==> config.mk <==
export PLATFORM = sky130hd
export DESIGN_NAME = uart_rx_core
export DESIGN_NICKNAME = d
export VERILOG_FILES = /design/src/rtl/uart_rx_core_pkg.sv /design/src/rtl/uart_rx_sampler.sv /design/src/rtl/uart_rx_core.sv
export SDC_FILE = /design/constraint.sdc
export NUM_CORES = 1
export LEC_CHECK = 0
export BUFFER_PORTS_ARGS = -buffer_cell sky130_fd_sc_hd__buf_2
export CAP_MARGIN = 20
export CORE_AREA = 8 8 68 70
export CTS_BUF_LIST = sky130_fd_sc_hd__clkbuf_16
export CTS_CLUSTER_SIZE = 16
export DETAILED_ROUTE_END_ITERATION = 10
export DIE_AREA = 0 0 76 78
export PLACE_DENSITY = 0.78
export SYNTH_ARGS = -nofsm -noshare
export SYNTH_HDL_FRONTEND = slang
export SYNTH_SLANG_ARGS = --single-unit
==> constraint.sdc <==
create_clock -name clk -period 3.3 [get_ports clk]
set_clock_uncertainty 0.05 [all_clocks]
set_input_delay 0 -clock clk [delete_from_list [all_inputs] [get_ports clk]]
set_output_delay 0 -clock clk [all_outputs]
set_load 0.02 [all_outputs]
==> src/rtl/uart_rx_core_pkg.sv <==
// Shared definitions for the UART receive engine: FSM state encoding,
// default oversampling ratio, mid-bit position helper and majority voter.
package uart_rx_core_pkg;

  // Default oversample ticks per bit.
  localparam int unsigned SAMPLING_FACTOR = 16;

  typedef enum logic [2:0] {
    RX_IDLE       = 3'd0,
    RX_START      = 3'd1,
    RX_DATA       = 3'd2,
    RX_PARITY     = 3'd3,
    RX_STOP       = 3'd4,
    RX_BREAK_WAIT = 3'd5
  } rx_state_e;

  // Mid-bit sample count M for a given oversampling ratio.
  function automatic int unsigned half_pulse(input int unsigned os);
    return os / 2;
  endfunction

  // 2-of-3 majority vote.
  function automatic logic majority3(input logic a, input logic b, input logic c);
    return (a & b) | (a & c) | (b & c);
  endfunction

endpackage

==> src/rtl/uart_rx_sampler.sv <==
// Line front end: 2-flop synchronizer, per-bit sample counter and 3-sample
// majority voter around mid-bit.
//   clk, rst  : clock, synchronous active-high reset
//   ena       : oversample tick
//   rx_in     : asynchronous serial line
//   run       : counter runs while high; held at 0 on ticks while low
//   line      : synchronized line level
//   bit_val   : voted bit value, valid while bit_done is high
//   bit_done  : tick that takes the last (M+1) sample of a bit
//   bit_end   : tick on which the sample counter wraps
module uart_rx_sampler
  import uart_rx_core_pkg::*;
#(
  parameter int unsigned OVERSAMPLE = SAMPLING_FACTOR
) (
  input  logic clk,
  input  logic rst,
  input  logic ena,
  input  logic rx_in,
  input  logic run,
  output logic line,
  output logic bit_val,
  output logic bit_done,
  output logic bit_end
);

  localparam int unsigned CNT_W = $clog2(OVERSAMPLE);
  localparam int unsigned M     = half_pulse(OVERSAMPLE);

  logic [1:0]       sync_q;
  logic [CNT_W-1:0] cnt_q;
  logic             samp_a_q;
  logic             samp_b_q;

  // Synchronizer runs every clk; counter and sample captures only on ticks.
  always_ff @(posedge clk) begin
    if (rst) begin
      sync_q   <= 2'b11;
      cnt_q    <= '0;
      samp_a_q <= 1'b1;
      samp_b_q <= 1'b1;
    end else begin
      sync_q <= {sync_q[0], rx_in};
      if (ena) begin
        if (!run || (cnt_q == CNT_W'(OVERSAMPLE - 1))) begin
          cnt_q <= '0;
        end else begin
          cnt_q <= cnt_q + CNT_W'(1);
        end
        if (run && (cnt_q == CNT_W'(M - 1))) samp_a_q <= sync_q[1];
        if (run && (cnt_q == CNT_W'(M)))     samp_b_q <= sync_q[1];
      end
    end
  end

  // Third vote is the live synchronized line at count M+1.
  assign line     = sync_q[1];
  assign bit_val  = majority3(samp_a_q, samp_b_q, sync_q[1]);
  assign bit_done = ena && run && (cnt_q == CNT_W'(M + 1));
  assign bit_end  = ena && run && (cnt_q == CNT_W'(OVERSAMPLE - 1));

endmodule

==> src/rtl/uart_rx_core.sv <==
// Parametrised UART receive engine. Oversamples rx_in on ena ticks, votes
// each bit at mid-bit and delivers one word per frame with a valid strobe
// plus parity, framing and break status.
//   clk, rst   : clock, synchronous active-high reset
//   ena        : oversample tick (OVERSAMPLE x baud)
//   rx_in      : serial line, idle high
//   data_out   : last received word
//   data_valid : one-clk pulse per completed frame
//   parity_err : parity mismatch on the reported frame
//   frame_err  : a stop bit was sampled low
//   break_det  : data, parity and first stop bit all sampled low
//   busy       : high from start detection until return to idle
module uart_rx_core
  import uart_rx_core_pkg::*;
#(
  parameter int unsigned DATA_BITS  = 8,
  parameter int unsigned OVERSAMPLE = SAMPLING_FACTOR,
  parameter int unsigned PARITY_EN  = 0,
  parameter int unsigned PARITY_ODD = 0,
  parameter int unsigned STOP_BITS  = 1
) (
  input  logic                 clk,
  input  logic                 rst,
  input  logic                 ena,
  input  logic                 rx_in,
  output logic [DATA_BITS-1:0] data_out,
  output logic                 data_valid,
  output logic                 parity_err,
  output logic                 frame_err,
  output logic                 break_det,
  output logic                 busy
);

  localparam int unsigned BIT_W = $clog2(DATA_BITS + 1);
  localparam logic        ODD   = 1'(PARITY_ODD);

  rx_state_e            state_q, state_d;
  logic [DATA_BITS-1:0] shift_q, shift_d;
  logic [BIT_W-1:0]     bitcnt_q, bitcnt_d;
  logic                 par_q, par_d;
  logic                 perr_q, perr_d;
  logic                 ferr_q, ferr_d;
  logic                 zero_q, zero_d;
  logic [DATA_BITS-1:0] data_out_d;
  logic                 data_valid_d, parity_err_d, frame_err_d, break_det_d, busy_d;
  logic                 zero_now, ferr_now;

  logic run_c, line, bit_val, bit_done, bit_end;

  assign run_c = (state_q != RX_IDLE) && (state_q != RX_BREAK_WAIT);

  uart_rx_sampler #(
    .OVERSAMPLE (OVERSAMPLE)
  ) u_sampler (
    .clk      (clk),
    .rst      (rst),
    .ena      (ena),
    .rx_in    (rx_in),
    .run      (run_c),
    .line     (line),
    .bit_val  (bit_val),
    .bit_done (bit_done),
    .bit_end  (bit_end)
  );

  // State and datapath registers.
  always_ff @(posedge clk) begin
    if (rst) begin
      state_q    <= RX_IDLE;
      shift_q    <= '0;
      bitcnt_q   <= '0;
      par_q      <= 1'b0;
      perr_q     <= 1'b0;
      ferr_q     <= 1'b0;
      zero_q     <= 1'b0;
      data_out   <= '0;
      data_valid <= 1'b0;
      parity_err <= 1'b0;
      frame_err  <= 1'b0;
      break_det  <= 1'b0;
      busy       <= 1'b0;
    end else begin
      state_q    <= state_d;
      shift_q    <= shift_d;
      bitcnt_q   <= bitcnt_d;
      par_q      <= par_d;
      perr_q     <= perr_d;
      ferr_q     <= ferr_d;
      zero_q     <= zero_d;
      data_out   <= data_out_d;
      data_valid <= data_valid_d;
      parity_err <= parity_err_d;
      frame_err  <= frame_err_d;
      break_det  <= break_det_d;
      busy       <= busy_d;
    end
  end

  // Next-state and next-output logic.
  always_comb begin
    state_d      = state_q;
    shift_d      = shift_q;
    bitcnt_d     = bitcnt_q;
    par_d        = par_q;
    perr_d       = perr_q;
    ferr_d       = ferr_q;
    zero_d       = zero_q;
    data_out_d   = data_out;
    data_valid_d = 1'b0;
    parity_err_d = parity_err;
    frame_err_d  = frame_err;
    break_det_d  = break_det;
    zero_now     = zero_q;
    ferr_now     = ferr_q;

    unique case (state_q)
      RX_IDLE: begin
        if (ena && !line) begin
          state_d  = RX_START;
          shift_d  = '0;
          bitcnt_d = '0;
          par_d    = 1'b0;
          perr_d   = 1'b0;
          ferr_d   = 1'b0;
          zero_d   = 1'b1;
        end
      end

      RX_START: begin
        if (bit_done && bit_val) begin
          state_d = RX_IDLE;
        end else if (bit_end) begin
          state_d = RX_DATA;
        end
      end

      RX_DATA: begin
        // LSB arrives first; after DATA_BITS right shifts it sits in bit 0.
        if (bit_done) begin
          shift_d = {bit_val, shift_q[DATA_BITS-1:1]};
          par_d   = par_q ^ bit_val;
          zero_d  = zero_q & ~bit_val;
          if (bitcnt_q != BIT_W'(DATA_BITS)) bitcnt_d = bitcnt_q + BIT_W'(1);
        end
        // Uses bitcnt_d so a mid-bit sample on the wrap tick is still counted.
        if (bit_end && (bitcnt_d == BIT_W'(DATA_BITS))) begin
          bitcnt_d = '0;
          state_d  = (PARITY_EN != 0) ? RX_PARITY : RX_STOP;
        end
      end

      RX_PARITY: begin
        if (bit_done) begin
          perr_d = bit_val ^ par_q ^ ODD;
          zero_d = zero_q & ~bit_val;
        end
        if (bit_end) begin
          bitcnt_d = '0;
          state_d  = RX_STOP;
        end
      end

      RX_STOP: begin
        if (bit_done) begin
          if (bitcnt_q == '0) zero_now = zero_q & ~bit_val;
          ferr_now = ferr_q | ~bit_val;
          if (bitcnt_q == BIT_W'(STOP_BITS - 1)) begin
            // Complete at mid-point of the last stop bit.
            data_out_d   = shift_q;
            data_valid_d = 1'b1;
            parity_err_d = perr_q;
            frame_err_d  = ferr_now;
            break_det_d  = zero_now;
            state_d      = ferr_now ? RX_BREAK_WAIT : RX_IDLE;
          end else begin
            ferr_d   = ferr_now;
            zero_d   = zero_now;
            bitcnt_d = bitcnt_q + BIT_W'(1);
          end
        end
      end

      RX_BREAK_WAIT: begin
        if (ena && line) state_d = RX_IDLE;
      end

      default: state_d = RX_IDLE;
    endcase

    busy_d = (state_d != RX_IDLE);
  end

endmodule
==> impl_results.md <==
- Run status: finished, final reports clean
- CTS tree: done
- Post-Syn Area: 0.002057 mm²
- CTS H-tree depth: 2
- Avg Cell Area, Syn: 8.067 µm²
- Met3 WL: 294 µm
- Max FO, Critical Path: 6
- Synth warnings: 0
- Logic gate share of total power: 0.043
- Clock Power Share: 0.460
- Post-route antenna net violation count: 0
- Routed wl met2: 2054 µm
- Initial antenna violation count: 0
- Post-synth EDFFs: 0
- Die Height: 78 µm
- Hold Vio Cnt, Final: 0
- MaxCap Viol Count: 0
- Fin crit share: 0.6748
- Peak supply drop: about 0.00033 V
- N_diodes: 0
- # IOs: 17
- Yosys reg bits: 40
- Synth top area cells: dfxtp_1 (39%), a21oi_1 (9.2%), nand2_1 (6.8%)
- Clk sinks: 40
- Mapped Nets: 264
- # rows: 22
- Ys async rst share: 0
- Worst-Skew Late Latency: 0.28 ns
- Tightest Hold Check Type: in -> reg
- Metal-1 WL: 2167 µm
- Post-route DRC: 0
- DRT iter0 DRCs: 137
- Nets: 272
- CTS resizes: 0
- Final Wtd Congestion: 0.8822
- Share of layout cells above drive strength 1: 0.1407
- Int Pwr: 0.7775 mW
- GRT overflow: 0
- Routed len/inst: 14.78 µm
- Initial core utilization: 0.5793
- Top cell type's share of synthesized area: 0.3893
- Area Overhead vs Synth: 10.34%
- Fin Setup TNS: 0 ns
- Pins Over Slew Limit: 0
- Yosys cell types: 50
- Dominant cell type by area after synthesis: dfxtp_1
- Synthesized instance count: around 260
- CTS Buffer Depth: 2
- Avg Vias per Cell: 5.855
- Die area: around 0.0059 mm²
- Root Buffer: clkbuf_16
- Port bufs: 16
- Final core occ: 0.6392
- Routed via count: 1821
- CP arrival: 2.35 ns
- Hpwl dp: 3100 µm
- Fmax achieved: approximately 450 MHz
- RSZ-0062 raised after global routing: false
- Final setup viols: 0
- Final Critical Period: 2.227 ns
- First-pass GRT wire length: 7997 µm
- Die width: about 76 µm
- CP Class: reg -> reg
- Max layer used: met4
- Register area share after synthesis: 0.3893
- CP startpoint kind: flip-flop
- Switching Fraction: 0.2283
- CTS clk-pin slew, worst paths: 0.06 ns
- DR pass1 iterations: 4
- GRT Util Overall: 0.1628
- Req. time, crit path: roughly 3.4 ns
- Pwr Total: 1.007 mW
- Vias in the first global route: 1701
- CTS Buf Count: 5
- Register share of total power: 0.497
- Slew @ Worst Pin: 0.7128 ns
- Rel. slew slack: 0.5231
- Pwr/cell area: 443.9 mW/mm²
- Static leakage: 0.7990 nW
- Core area: 0.003551 mm²
- Most used DFF post-synth: dfxtp_1
- Worst r2r path cells: 7
- Largest net degree at the start of global routing: 41
- Hold path depth: 4
- Psw: 0.2300 mW
- Crit end category: flip-flop
- Routed Wire Length: 4597 µm
-- per-stage QoR --
stage                     instances  hold slack, ns  area (µm²)  worst slack [ns]
final                           311          0.1246        2270             1.073
after CTS                       311          0.1208        2270             1.094
after global placement          303          0.1335        2122             1.126
after detailed placement        303          0.1393        2122             1.125
after floorplan                 255         0.05381        2057             1.370
after global routing            311          0.1459        2270            0.7871
-- layer usage --
layer,GRT usage,vias up
met5,0,-
met4,0.08039,0
met3,0.05645,8
met2,0.2476,63
met1,0.2001,833
li1,-,917
-- power by group through the flow --
stage                     clock [mW]  sequential, mW  combinational (mW)
final                          0.463           0.500              0.0436
after global routing           0.490           0.501              0.0483
after CTS                      0.465           0.500              0.0435
after detailed placement           0           0.511              0.0423
after global placement             0           0.511              0.0422
after floorplan                    0           0.503              0.0398
-- Yosys cell counts (all sizes together), types with 2 or more instances --
master	instances
o311ai	2
a211o	3
and3	2
nand2	37
o31ai	3
ha	5
buf	8
a22oi	2
inv	6
o2111ai	2
or2	5
a211oi	4
o21ai	10
o21a	3
nor3	5
clkbuf	10
or3	2
a21oi	38
nor2	14
dfxtp	40
nor3b	4
and2	2
nand2b	7
nor2b	4
nand3	16
or4	2
-- critical path, stage by stage (launching register included) --
cell and delay (ns):
dfxtp_1 0.36, inv_1 0.11, ha_1 0.23, nor3b_1 0.57
nand2_1 0.16, o31ai_1 0.25, nand2_1 0.12, o31a_1 0.25
-- cell families (layout without fill, tap and decap cells) --
kind of cell    after synthesis  after routing  synth area share
compound gates               74             74            0.2232
xor+xnor                      2              2           0.01217
fa+ha+maj                     6              6           0.03528
buf+inv                      24             32           0.05474
flops                        40             40            0.3893
mux                           2              2           0.01034
simple gates                107            107            0.2749
-- worst paths after layout --
kind / startpoint / end / slack (ns)
max: bitcnt_q[0] / busy / 1.07
min: ena / u_sampler.cnt_q[2] / 0.12
max reg2reg: bitcnt_q[0] / busy / 1.07
min reg2reg: u_sampler.sync_q[0] / u_sampler.sync_q[1] / 0.36
-- sequential cells by signal (all words and copies together), names as in the netlist --
register,flops
bitcnt_q,4
u_sampler.cnt_q,4
shift_q,8
u_sampler.samp_a_q,1
u_sampler.samp_b_q,1
frame_err,1
zero_q,1
ferr_q,1
u_sampler.sync_q,2
data_valid,1
busy,1
break_det,1
data_out,8
perr_q,1
state_q,3
parity_err,1
par_q,1
-- cell usage in the layout (no fill, tap or decap), types with 5 or more instances in the layout --
cell	synthesis	layout
nor3_1	5	5
dfxtp_1	40	40
a21oi_1	38	38
clkbuf_16	0	5
nand3_1	16	16
nand2_1	37	37
ha_1	5	5
nor2_1	14	14
o21ai_0	8	8
inv_1	6	6
nand2b_1	7	7
buf_2	3	16
or2_2	5	5
-- cell type report --
cell class / instances / area, µm²
Clock buffer: 5 / 125.1
Clock inverter: 2 / 12.51
Fill cell: 303 / 1281
Inverter: 6 / 22.52
Multi-Input combinational cell: 191 / 1144
Sequential cell: 40 / 800.8
Tap cell: 48 / 60.06
Timing Repair Buffer: 19 / 105.1
-- what timing repair did --
action                                 4_1_cts  5_1_grt
setup buffers                                0        0
hold buffers                                 1        0
endpoints found under the hold margin        1        0
Power figures use the tool's default switching activity.
